===== config.mk =====
export PLATFORM = sky130hd
export DESIGN_NAME = mem_arbiter
export DESIGN_NICKNAME = d
export VERILOG_FILES = /design/src/rtl/cpu_types_pkg.sv /design/src/rtl/arb_stats.sv /design/src/rtl/mem_arbiter.sv
export SDC_FILE = /design/constraint.sdc
export NUM_CORES = 1
export LEC_CHECK = 0
export BUFFER_PORTS_ARGS = -buffer_cell sky130_fd_sc_hd__buf_4
export CORE_AREA = 2 2 104 106
export CTS_BUF_LIST = sky130_fd_sc_hd__clkbuf_8
export CTS_CLUSTER_SIZE = 40
export DETAILED_ROUTE_END_ITERATION = 7
export DIE_AREA = 0 0 106 108
export PLACE_DENSITY = 0.6
export SLEW_MARGIN = 10
export SYNTH_ARGS = -nofsm -noshare
export SYNTH_HDL_FRONTEND = slang
export SYNTH_SLANG_ARGS = --single-unit

===== constraint.sdc =====
create_clock -name CLK -period 3.1 [get_ports CLK]
set_input_delay 0.155 -clock CLK [delete_from_list [all_inputs] [get_ports CLK]]
set_output_delay 0.155 -clock CLK [all_outputs]
set_load 0.03 [all_outputs]

===== src/rtl/cpu_types_pkg.sv =====
// Shared CPU/memory types: RAM handshake states, word type and arbiter FSM encoding.
package cpu_types_pkg;

   typedef logic [31:0] word_t;

   typedef enum logic [1:0] {FREE, BUSY, ACCESS, ERROR} ramstate_t;

   typedef enum logic [1:0] {IDLE, DGRANT, IGRANT} arbstate_t;

   typedef enum logic {GNT_I, GNT_D} grant_t;

   // An ERROR response ends the access just like ACCESS does.
   function automatic logic ram_done(input ramstate_t s);
      return (s == ACCESS) || (s == ERROR);
   endfunction

endpackage


===== src/rtl/arb_stats.sv =====
// Access and stall counters for mem_arbiter; only instantiated when MEM_ARBITER_STATS_EN is defined.
module arb_stats
   import cpu_types_pkg::*;
(
   input  logic  CLK,
   input  logic  nRST,
   input  logic  i_done_i,
   input  logic  d_done_i,
   input  logic  stall_i,
   output word_t icount_o,
   output word_t dcount_o,
   output word_t stallcount_o
);

   word_t icount_q, dcount_q, stall_q;

   always_ff @(posedge CLK or negedge nRST) begin
      if (!nRST) begin
         icount_q <= '0;
         dcount_q <= '0;
         stall_q  <= '0;
      end else begin
         if (i_done_i) icount_q <= icount_q + 32'd1;
         if (d_done_i) dcount_q <= dcount_q + 32'd1;
         if (stall_i)  stall_q  <= stall_q + 32'd1;
      end
   end

   assign icount_o     = icount_q;
   assign dcount_o     = dcount_q;
   assign stallcount_o = stall_q;

endmodule


===== src/rtl/mem_arbiter.sv =====
// Cache-to-RAM arbiter: data cache has priority, last-grant fairness for fetch, two-word data bursts.
// Optional counters (icount/dcount/stallcount) are enabled by defining MEM_ARBITER_STATS_EN.
module mem_arbiter
   import cpu_types_pkg::*;
(
   input  logic      CLK,
   input  logic      nRST,
   input  logic      iREN,
   input  word_t     iaddr,
   output logic      iwait,
   output word_t     iload,
   input  logic      dREN,
   input  logic      dWEN,
   input  word_t     daddr,
   input  word_t     dstore,
   output logic      dwait,
   output word_t     dload,
   output logic      ramREN,
   output logic      ramWEN,
   output word_t     ramaddr,
   output word_t     ramstore,
   input  word_t     ramload,
   input  ramstate_t ramstate,
   output logic      ram_err
`ifdef MEM_ARBITER_STATS_EN
   ,
   output word_t     icount,
   output word_t     dcount,
   output word_t     stallcount
`endif
);

   arbstate_t state_q, state_d;
   grant_t    last_q, last_d;
   logic      bcnt_q, bcnt_d;
   logic      err_q, err_d;

   logic d_req, i_done, d_done;

   assign d_req = dREN | dWEN;

   // A side only completes while it is granted and still requesting.
   assign i_done = (state_q == IGRANT) && iREN  && ram_done(ramstate);
   assign d_done = (state_q == DGRANT) && d_req && ram_done(ramstate);

   always_comb begin
      // NOTE: every comb output gets a default first so no path can infer a latch.
      state_d = state_q;
      last_d  = last_q;
      bcnt_d  = bcnt_q;
      err_d   = err_q | ((i_done | d_done) && (ramstate == ERROR));
      case (state_q)
         IDLE: begin
            if (d_req && (last_q == GNT_I || !iREN)) begin
               state_d = DGRANT;
               last_d  = GNT_D;
            end else if (iREN) begin
               state_d = IGRANT;
            end
         end
         DGRANT: begin
            if (!d_req) begin
               state_d = IDLE;
               bcnt_d  = 1'b0;
            end else if (d_done) begin
               bcnt_d = ~bcnt_q;
               if (bcnt_q) state_d = IDLE;
            end
         end
         IGRANT: begin
            if (i_done) last_d = GNT_I;
            if (!iREN || i_done) state_d = IDLE;
         end
         default: state_d = IDLE;
      endcase
   end

   always_ff @(posedge CLK or negedge nRST) begin
      // NOTE: sequential state uses non-blocking assignments only.
      if (!nRST) begin
         state_q <= IDLE;
         last_q  <= GNT_I;
         bcnt_q  <= 1'b0;
         err_q   <= 1'b0;
      end else begin
         state_q <= state_d;
         last_q  <= last_d;
         bcnt_q  <= bcnt_d;
         err_q   <= err_d;
      end
   end

   // RAM side follows the request path combinationally; nothing is registered from it.
   always_comb begin
      ramREN   = 1'b0;
      ramWEN   = 1'b0;
      ramaddr  = '0;
      ramstore = '0;
      case (state_q)
         DGRANT: begin
            ramWEN   = dWEN;
            ramREN   = dREN & ~dWEN;
            ramaddr  = daddr;
            ramstore = dstore;
         end
         IGRANT: begin
            ramREN  = 1'b1;
            ramaddr = iaddr;
         end
         default: ;
      endcase
   end

   assign iwait   = ~i_done;
   assign dwait   = ~d_done;
   assign iload   = i_done ? ramload : '0;
   assign dload   = d_done ? ramload : '0;
   assign ram_err = err_q;

`ifdef MEM_ARBITER_STATS_EN
   logic stall;
   assign stall = (state_q != IDLE) && (ramstate == BUSY);

   arb_stats u_stats (
      .CLK          (CLK),
      .nRST         (nRST),
      .i_done_i     (i_done),
      .d_done_i     (d_done),
      .stall_i      (stall),
      .icount_o     (icount),
      .dcount_o     (dcount),
      .stallcount_o (stallcount)
   );
`endif

endmodule


==> flow_summary.json <==
{
  "status": "completed",
  "pre_cts_ws_ns": 1.06,
  "dr.pass1.iters": 4,
  "reg2reg_from": "state_q[0]",
  "setup_violations": 0,
  "slew_viol_final": 0,
  "portBuffers": 267,
  "timing.final.crit_share_pct": 72.6,
  "synth_area_leaders": "and2_1 (41%), a22oi_1 (16%), nor2b_1 (13%)",
  "grt_first_pass_wirelength_um": 11100,
  "seqPwrFrac_pct": 5.3,
  "tns_ns": 0,
  "yosys.area.top_type": "and2_1",
  "ir_drop_v": 0.000291,
  "grt_start_max_net_pins": 69,
  "nets": 615,
  "syn-cell-area_um2": 1490,
  "num_antenna_cells": 0,
  "postRouteAntennaNets": 0,
  "worstMarginPinSlew_ns": 0.919,
  "drtIter0Drc": 117,
  "setup.worst_path.end_class": "primary output",
  "dieArea_um2": 11400,
  "skew_ns": 0.00244,
  "hold_viol_final": 0,
  "synth_async_sr_flop_share_pct": 100,
  "viasPerCell": 4.06,
  "worstPathArrival_ns": 2.09,
  "fin_ws_ns": 0.851,
  "internal_power_uw": 977,
  "grt_pass1_vias": 2427,
  "p_per_area_nw_per_um2": 593,
  "critPathTopFamily": "simple AND/OR/NAND/NOR gates",
  "crit_fanout": 33,
  "antenna_found_initial": 0,
  "finalWirelength_um": 7820,
  "r2r-end": "last_q",
  "whs_path_depth": 2,
  "hold_end": "ram_err",
  "cts_max_level": 1,
  "leakage_nw": 1.96,
  "grt-ovfl-total": 0,
  "worst-setup-path-type": "flip-flop to primary output",
  "num_vias": 2484,
  "multi_input_area_um2": 1250,
  "start_util_pct": 14.6,
  "post-dp-hpwl_um": 6500,
  "clockPowerShare_pct": 5.5,
  "synth_flop_cell": "dfrtp_1",
  "syn_area_per_cell_um2": 6.74,
  "postCtsSetupBuffers": 0,
  "fmax_ghz": 0.445,
  "cts_tree": "built",
  "power_frac_comb_pct": 89.2,
  "start_kind": "flip-flop",
  "drive_gt1_share_pct": 59.2,
  "syn_inst": 221,
  "die_x_um": 106,
  "cts-root-buf": "clkbuf_8",
  "utilization_pct": 35.8,
  "max_stage_delay_ns": 0.70,
  "hold_class": "input pin to flip-flop",
  "cp_slowest_cell": "nor2_2",
  "power.net_switching_mw": 1.19,
  "period_needed_ns": 2.25,
  "maxCapViolCount": 0,
  "regArea_um2": 125,
  "grtUsageTotal_pct": 11.8,
  "pin_count": 268,
  "timing.critical_path.buf_inv": 2,
  "path_clk_slew_ns": 0.04,
  "area_delta_synth_final_pct": 146,
  "clockBufferDepth": 2,
  "drt-wirelength-per-cell_um": 12.8,
  "cts_buffers": 3,
  "numClockSinks": 5,
  "holdCritStartpoint": "ramstate[0]",
  "clk_latency_ns": 0.22,
  "yosysSeqAreaShare_pct": 8.40,
  "synth_cell_types": 28,
  "max_slew_margin_pct": 38.7,
  "num-fill-cells": 1058,
  "cp_data_required_time_ns": 2.94,
  "yosysWarnings": 0,
  "die_h_um": 108,
  "rsz0062_at_grt": "false",
  "worstRegToRegCells": 5,
  "core_um2": 10200,
  "syn_nets": 359,
  "yosys_register_bits": 5,
  "rows": 37,
  "drcViolationCount": 0,
  "swShare_pct": 55.0,
  "synth_top_area_share_pct": 40.7,
  "synth_edf_count": 0,
  "cp_cell_sequence": "inv_1 -> ha_2 -> o21ai_2 -> nor2_2 -> and2_1 -> buf_4",
  "fin_hold_ws_ns": 0.169,
  "gp_congestion": 0.732,
  "rrSetupSlack_ns": 1.38
}
## power by group through the flow
stage | Combinational (mW) | Clock, mW | Sequential [mW]
2_1_floorplan | 1.25 | 0 | 0.121
3_3_place_gp | 1.95 | 0 | 0.113
3_5_place_dp | 1.96 | 0 | 0.116
4_1_cts | 1.96 | 0.123 | 0.116
5_1_grt | 2.07 | 0.126 | 0.120
6_report | 1.94 | 0.119 | 0.116
## worst max path at each step
| stage | endpoint | from | slack, ns | cells past startpoint |
|---|---|---|---|---|
| floorplan | ramaddr[10] | state_q[0] | 1.38 | 6 |
| global placement | dload[1] | state_q[1] | 1.12 | 6 |
| detailed placement | dload[1] | state_q[1] | 1.06 | 6 |
| CTS | dload[1] | state_q[1] | 0.81 | 6 |
| global route | dload[9] | state_q[1] | 0.63 | 6 |
| finish | dload[1] | state_q[1] | 0.85 | 6 |
## layout by cell type, fill, tap and decap left out
cell type | synthesis | layout
nor2_1 | 3 | 3
a2bb2oi_1 | 1 | 1
dlygate4sd3_1 | 0 | 1
a22oi_1 | 32 | 32
a21o_1 | 1 | 1
a22o_1 | 1 | 1
and2_1 | 97 | 97
and3_1 | 1 | 1
a31o_2 | 1 | 1
nor2b_1 | 32 | 32
nand2_1 | 3 | 3
and3b_2 | 1 | 1
mux2i_1 | 1 | 1
nor2_2 | 2 | 2
inv_1 | 7 | 8
nand2_2 | 1 | 1
o22ai_1 | 1 | 1
ha_1 | 3 | 2
buf_4 | 0 | 270
a21oi_2 | 1 | 1
dfrtp_1 | 5 | 5
o21ai_0 | 2 | 2
clkbuf_8 | 0 | 3
a311oi_2 | 1 | 1
ha_2 | 0 | 1
o21ai_2 | 1 | 1
a21oi_1 | 2 | 2
o21a_1 | 1 | 1
## cell type report
cell class	instances	area share [%]
multi-input combinational	189	34.3
timing repair buffer	271	55.7
clock inverter	1	0.103
clock buffer	3	1.13
inverter	7	0.718
tap	136	4.65
sequential	5	3.42
## sequential cells by signal (all words and copies together) (netlist names)
name     cells
state_q      2
bcnt_q       1
last_q       1
ram_err      1
## per-layer routing
metal,up-vias,share of wire [%],global-route usage (%)
met5,-,0,0
li1,1234,-,-
met4,0,1.0,2.35
met2,163,53,23.7
met3,8,12,4.22
met1,1079,34,11.5
## kinds of logic (layout without fill, tap and decap cells)
family	Yosys count	after routing	share of synthesized area, %
simple gates	140	140	58.0
compound gates	45	45	22.8
buf+inv	27	282	7.56
flops	5	5	8.40
fa+ha+maj	3	3	2.52
mux	1	1	0.672
## cells in the mapped netlist, drive strengths merged (3+ instances only)
master and n:
clkbuf 17, and2 97, inv 7, nor2b 32
nor2 5, nand2 4, buf 3, a21oi 3
o21ai 3, dfrtp 5, a22oi 32, ha 3
## timing repair
| action | in CTS | in global routing |
|---|---|---|
| endpoints found under the setup margin | 0 | 0 |
| gates resized for setup | 0 | 0 |
| hold buffers | 1 | 0 |
| hold endpoints to repair | 5 | 0 |
## through the flow
step,std cells,power [mW],cell area [um2]
finish,612,2.17,3660
detailed placement,607,2.07,3600
global route,612,2.32,3660
global placement,607,2.06,3600
floorplan,221,1.37,1490
CTS,612,2.20,3660
Power figures use the tool's default switching activity.
